<file path="src/rtl/pipe_control.sv">
// Decode and ID/EX, EX/WB pipeline control with a load-use hazard stall.
// Decode is combinational. All ex_* and wb_* outputs are registered.
module pipe_control #(
    parameter int OPC_W   = 6,
    parameter int FUNCT_W = 4,
    parameter int RA_W    = 5
) (
    input  logic               clk,
    input  logic               rst_n,
    input  logic               in_valid,
    input  logic [OPC_W-1:0]   opcode,
    input  logic [FUNCT_W-1:0] funct,
    input  logic [RA_W-1:0]    rs,
    input  logic [RA_W-1:0]    rt,
    input  logic [RA_W-1:0]    rd,
    input  logic               flush,
    output logic               in_ready,
    output logic               stall,
    output logic               ex_valid,
    output logic               ex_imm_sel,
    output logic               ex_shift,
    output logic               ex_mem_read,
    output logic [3:0]         ex_alu_op,
    output logic [RA_W-1:0]    ex_rd,
    output logic               ex_illegal,
    output logic               wb_valid,
    output logic               wb_reg_write,
    output logic               wb_mem_to_reg,
    output logic [RA_W-1:0]    wb_rd
);

    typedef enum logic [1:0] {CLS_RTYPE, CLS_ADDI, CLS_LOAD, CLS_ILLEGAL} instr_cls_e;

    localparam logic [OPC_W-1:0] OPC_LOAD = OPC_W'(6'b100011);

    instr_cls_e w_cls;
    logic [3:0] w_alu_op;
    logic       w_imm_sel, w_shift, w_mem_read, w_mem_to_reg, w_reg_write, w_illegal;
    logic       w_hazard, w_bubble;

    logic            r_ex_valid, r_ex_imm_sel, r_ex_shift, r_ex_mem_read, r_ex_illegal;
    logic            r_ex_reg_write, r_ex_mem_to_reg;
    logic [3:0]      r_ex_alu_op;
    logic [RA_W-1:0] r_ex_rd;
    logic            r_wb_valid, r_wb_reg_write, r_wb_mem_to_reg;
    logic [RA_W-1:0] r_wb_rd;

    always_comb begin
        w_cls = CLS_ILLEGAL;
        if (opcode == '0)
            w_cls = CLS_RTYPE;
        else if (opcode == '1)
            w_cls = CLS_ADDI;
        else if (opcode == OPC_LOAD)
            w_cls = CLS_LOAD;
    end

    always_comb begin
        w_alu_op     = '0;
        w_imm_sel    = 1'b0;
        w_shift      = 1'b0;
        w_mem_read   = 1'b0;
        w_mem_to_reg = 1'b0;
        w_reg_write  = 1'b0;
        w_illegal    = 1'b0;
        case (w_cls)
            CLS_RTYPE: begin
                case (funct[3:0])
                    4'b0000: w_alu_op = 4'b1001;
                    4'b0010: w_alu_op = 4'b1010;
                    4'b1000: w_alu_op = 4'b0010;
                    4'b1010: w_alu_op = 4'b0100;
                    4'b1101: w_alu_op = 4'b0001;
                    default: w_alu_op = 4'b0000;
                endcase
                w_shift     = w_alu_op[3];
                w_reg_write = 1'b1;
            end
            CLS_ADDI: begin
                w_imm_sel   = 1'b1;
                w_reg_write = 1'b1;
            end
            CLS_LOAD: begin
                w_imm_sel    = 1'b1;
                w_mem_read   = 1'b1;
                w_mem_to_reg = 1'b1;
                w_reg_write  = 1'b1;
            end
            default: w_illegal = 1'b1;
        endcase
        // Writes to register 0 are architecturally discarded.
        if (rd == '0)
            w_reg_write = 1'b0;
    end

    assign w_hazard = in_valid && r_ex_valid && r_ex_mem_read && (r_ex_rd != '0) &&
                      ((r_ex_rd == rs) || ((r_ex_rd == rt) && (w_cls == CLS_RTYPE)));
    assign stall    = w_hazard;
    assign in_ready = ~w_hazard;
    assign w_bubble = flush || w_hazard || !in_valid;

    always_ff @(posedge clk or negedge rst_n) begin
        if (!rst_n) begin
            r_ex_valid      <= 1'b0;
            r_ex_imm_sel    <= 1'b0;
            r_ex_shift      <= 1'b0;
            r_ex_mem_read   <= 1'b0;
            r_ex_illegal    <= 1'b0;
            r_ex_reg_write  <= 1'b0;
            r_ex_mem_to_reg <= 1'b0;
            r_ex_alu_op     <= '0;
            r_ex_rd         <= '0;
        end else if (w_bubble) begin
            r_ex_valid      <= 1'b0;
            r_ex_imm_sel    <= 1'b0;
            r_ex_shift      <= 1'b0;
            r_ex_mem_read   <= 1'b0;
            r_ex_illegal    <= 1'b0;
            r_ex_reg_write  <= 1'b0;
            r_ex_mem_to_reg <= 1'b0;
            r_ex_alu_op     <= '0;
            r_ex_rd         <= '0;
        end else begin
            r_ex_valid      <= 1'b1;
            r_ex_imm_sel    <= w_imm_sel;
            r_ex_shift      <= w_shift;
            r_ex_mem_read   <= w_mem_read;
            r_ex_illegal    <= w_illegal;
            r_ex_reg_write  <= w_reg_write;
            r_ex_mem_to_reg <= w_mem_to_reg;
            r_ex_alu_op     <= w_alu_op;
            r_ex_rd         <= rd;
        end
    end

    always_ff @(posedge clk or negedge rst_n) begin
        if (!rst_n) begin
            r_wb_valid      <= 1'b0;
            r_wb_reg_write  <= 1'b0;
            r_wb_mem_to_reg <= 1'b0;
            r_wb_rd         <= '0;
        end else begin
            r_wb_valid      <= r_ex_valid;
            r_wb_reg_write  <= r_ex_reg_write & r_ex_valid;
            r_wb_mem_to_reg <= r_ex_mem_to_reg;
            r_wb_rd         <= r_ex_rd;
        end
    end

    assign ex_valid      = r_ex_valid;
    assign ex_imm_sel    = r_ex_imm_sel;
    assign ex_shift      = r_ex_shift;
    assign ex_mem_read   = r_ex_mem_read;
    assign ex_alu_op     = r_ex_alu_op;
    assign ex_rd         = r_ex_rd;
    assign ex_illegal    = r_ex_illegal;
    assign wb_valid      = r_wb_valid;
    assign wb_reg_write  = r_wb_reg_write;
    assign wb_mem_to_reg = r_wb_mem_to_reg;
    assign wb_rd         = r_wb_rd;

endmodule

</file>
<file path="config.mk">
export PLATFORM = sky130hd
export DESIGN_NAME = pipe_control
export DESIGN_NICKNAME = d
export VERILOG_FILES = /design/src/rtl/pipe_control.sv
export SDC_FILE = /design/constraint.sdc
export NUM_CORES = 1
export LEC_CHECK = 0
export CAP_MARGIN = 25
export CORE_MARGIN = 2
export CORE_UTILIZATION = 35
export CTS_CLUSTER_SIZE = 28
export DETAILED_ROUTE_END_ITERATION = 16
export PLACE_DENSITY = 0.74
export SLEW_MARGIN = 10
export SYNTH_ARGS = -nofsm -noshare
export SYNTH_HDL_FRONTEND = slang
export SYNTH_SLANG_ARGS = --single-unit
</file>
<file path="constraint.sdc">
create_clock -name clk -period 7 [get_ports clk]
set_input_delay 1.75 -clock clk [delete_from_list [all_inputs] [get_ports clk]]
set_output_delay 1.75 -clock clk [all_outputs]
set_load 0.02 [all_outputs]
</file>
==> summary.txt <==
Run status
  – Status: finished clean

STA
  – Clock period minus worst slack: between 5 and 6 ns
  – Slew margin rel.: 0.609
  – Final setup viols: 0
  – Max-slew violation count: 0
  – Actual slew at the worst max-slew pin: 0.585 ns
  – Final Hold Violating Endpoints: 0
  – Setup TNS: 0 ns
  – Final setup margin: approximately 1.1 ns
  – RSZ-0062 raised after global routing: no
  – Fmax: about 0.17 GHz
  – Final worst-path cycle share: 0.842
  – Setup Skew: 0.00413 ns

Global route
  – Largest net degree at the start of global routing: 23
  – Grt total ovfl: 0
  – Gr usage total: 0.148
  – Number of global-route vias before repair: 808
  – Antenna violations before repair: 0
  – First-pass GRT wire length: roughly 3600 um

Clocking
  – CTS tree: built
  – Clock buffer depth: 2
  – Clock Pin Slew Worst Setup and Hold Paths: around 0.1 ns
  – Sink Count: 22
  – Clock Root Buffer: clkbuf_4
  – Post_cts resized: 0
  – H-tree lvl count: 1
  – CTS buffer count: 3
  – Post-CTS Setup Bufs: 0
  – Cts hold-fix bufs: 0
  – Worst-Skew Late Latency: roughly 0.30 ns

Placed design
  – Detail Placement HPWL: 1730 um
  – Routability cong.: 0.797
  – Pre-CTS setup slack: approximately 1.1 ns
  – Placed Area: about 0.0015 mm2
  – I/O Buffers: 52
  – Inst Count DP: about 160

Detailed routing
  – Remaining antenna violation count: 0
  – DR vias: just over 800
  – 1st-iter DRT viols: 23
  – Residual DRC: 0
  – Via density: approximately 5
  – DR WL/cell: between 10 and 15 um
  – DR pass1 iterations: 4
  – Final WL: around 2200 um

Critical path
  – Worst EP arrival: ~4.2 ns
  – Crit Path Max Fanout: 16
  – WP buf/inv: 3
  – Worst path required time: 5.25 ns
  – Slowest-stage cell, CP: clkdlybuf4s50_1
  – Crit path top cell by count: clkdlybuf4s50_1
  – Worst stage delay on the critical path: roughly 0.60 ns
  – CP cell instances: clkdlybuf4s50_1 -> nor3_1 -> o21a_1 -> ha_1 -> a32oi_1 -> a211o_1 -> inv_1 -> clkdlybuf4s50_1
  – Delay-heaviest family, CP: buffers and inverters
  – FF-to-FF setup slack: approximately 5.2 ns
  – Crit start category: primary input
  – Crit Path Category: in2out
  – CP Capture Type: primary output

Cells and area
  – Fin cells: around 170
  – Layout area overhead: 59.7%
  – Share of cells above drive strength 1: 0.0296
  – Most common cell after layout, fill and taps aside: clkdlybuf4s50_1
  – Layout fillers: about 230
  – Diode count: 0
  – Design area: between 0.0015 and 0.002 mm2
  – Commonest non-fill, non-tap cells in the layout: clkdlybuf4s50_1 (52), dfrtp_1 (22), and3_1 (10), xor2_1 (10), nor3_1 (5)
  – Fin nets: between 150 and 200

Logic synthesis
  – Largest family of logic cells by synthesized area: simple AND/OR/NAND/NOR gates
  – Sequential-to-total area share from yosys stat: 0.572
  – Post-synthesis mux area share: 0
  – Post-synthesis xor/xnor area fraction: 0.100
  – Syn Inst Count: between 80 and 90
  – Mapped Avg Cell Area: approximately 12 um2
  – Ranking of synthesized cells by area: dfrtp_1 (57%), xor2_1 (9.1%), and3_1 (6.5%), ha_1 (3.9%), nor3_1 (2.6%)
  – Synth unique cells: 26
  – Simple logic cell fraction of the synthesized area: 0.209
  – Synth top area share: 0.572
  – Synth Area in Compound Gates: 0.0442
  – #FFs+latches synth: 22
  – Warnings from Yosys: 0
  – Adder-cell area share of the yosys netlist: 0.0390
  – Yosys top cell by area: dfrtp_1
  – Post-Syn Area: around 960 um2
  – Synth Net Count: 114

Floorplan
  – # rows: 19
  – Io pins: 53
  – Die Span X: around 56 um
  – Initial Util: 0.358
  – Die area: 0.00318 mm2
  – Core box area: 0.00269 mm2
  – Die Y-Extent: 56.4 um

Power and ir drop
  – Pwr/cell area: 150 mW/mm2
  – Total power draw: 0.230 mW
  – Pleak: 0.726 nW
  – Peak supply drop: roughly 0.091 mV

Worst hold path
  – Min-Delay Path Class: reg2reg

Flow run
  – Max Cap Violations: 0
where the power goes:
part / switching, mW / internal, mW
sequential: 0.00271 / 0.130
clock: 0.0343 / 0.0201
combinational: 0.0171 / 0.0254
total: 0.0541 / 0.176
final timing paths:
check                           endpoint  cells after the start             from
max reg2reg                 ex_alu_op[1]                      5         ex_rd[2]
max in group asynchronous       wb_rd[4]                      2            rst_n
max                                stall                      8        opcode[0]
min reg2reg                wb_mem_to_reg                      0  r_ex_mem_to_reg
min                        wb_mem_to_reg                      0  r_ex_mem_to_reg
min in group asynchronous       wb_rd[2]                      1            rst_n
stage by stage:
step | utilization | hold WS [ns]
3_3_place_gp | 0.558 | 0.415
3_5_place_dp | 0.558 | 0.410
6_report | 0.572 | 0.435
4_1_cts | 0.566 | 0.433
5_1_grt | 0.572 | 0.470
2_1_floorplan | - | 0.434
final cells by class:
type	count	area [um2]	area share
well taps	31	38.8	0.0252
repair buffers	53	536	0.349
multi-input cells	54	378	0.246
inverters	3	11.3	0.00733
clock buffers	3	22.5	0.0147
flip-flops and latches	22	551	0.358
per-layer routing:
| metal | wire length [um] | global-route usage | vias up | part of all wire |
|---|---|---|---|---|
| met1 | 831 | 0.158 | 376 | 0.38 |
| met2 | 1070 | 0.252 | 42 | 0.49 |
| met4 | 53 | 0.0680 | 0 | 0.024 |
| met3 | 216 | 0.0599 | 7 | 0.10 |
| li1 | - | - | 394 | - |
| met5 | 0 | 0 | - | 0 |
synth_stat cells, drive strengths merged:
master and n:
and4b 1, a32oi 1, nand4 2, inv 3, and3 10, xnor2 1, dfrtp 22, nor2b 2
nor3b 1, xor2 10, a211o 1, nand3 2, buf 2, o21a 1, a21o 1, and4 2
nor3 5, a21oi 2, or3 1, ha 3, nor4 1, clkbuf 1, nand2 1, and2 2
nor2 4
worst reg2reg max path, stage by stage (launching register included):
cell     delay, ns
dfrtp_1       0.45
xor2_1        0.18
nor4_1        0.31
a32oi_1       0.16
a211o_1       0.39
and4_1        0.24
cell families (layout without fill, tap and decap cells):
family | after synthesis | after routing
AND/OR/NAND/NOR | 34 | 34
flip-flops | 22 | 22
XOR/XNOR | 11 | 11
AO/OA/AOI/OAI | 6 | 6
buffers and inverters | 6 | 59
adder cells (fa/ha/maj) | 3 | 3
(Power assumes the default switching activity.)
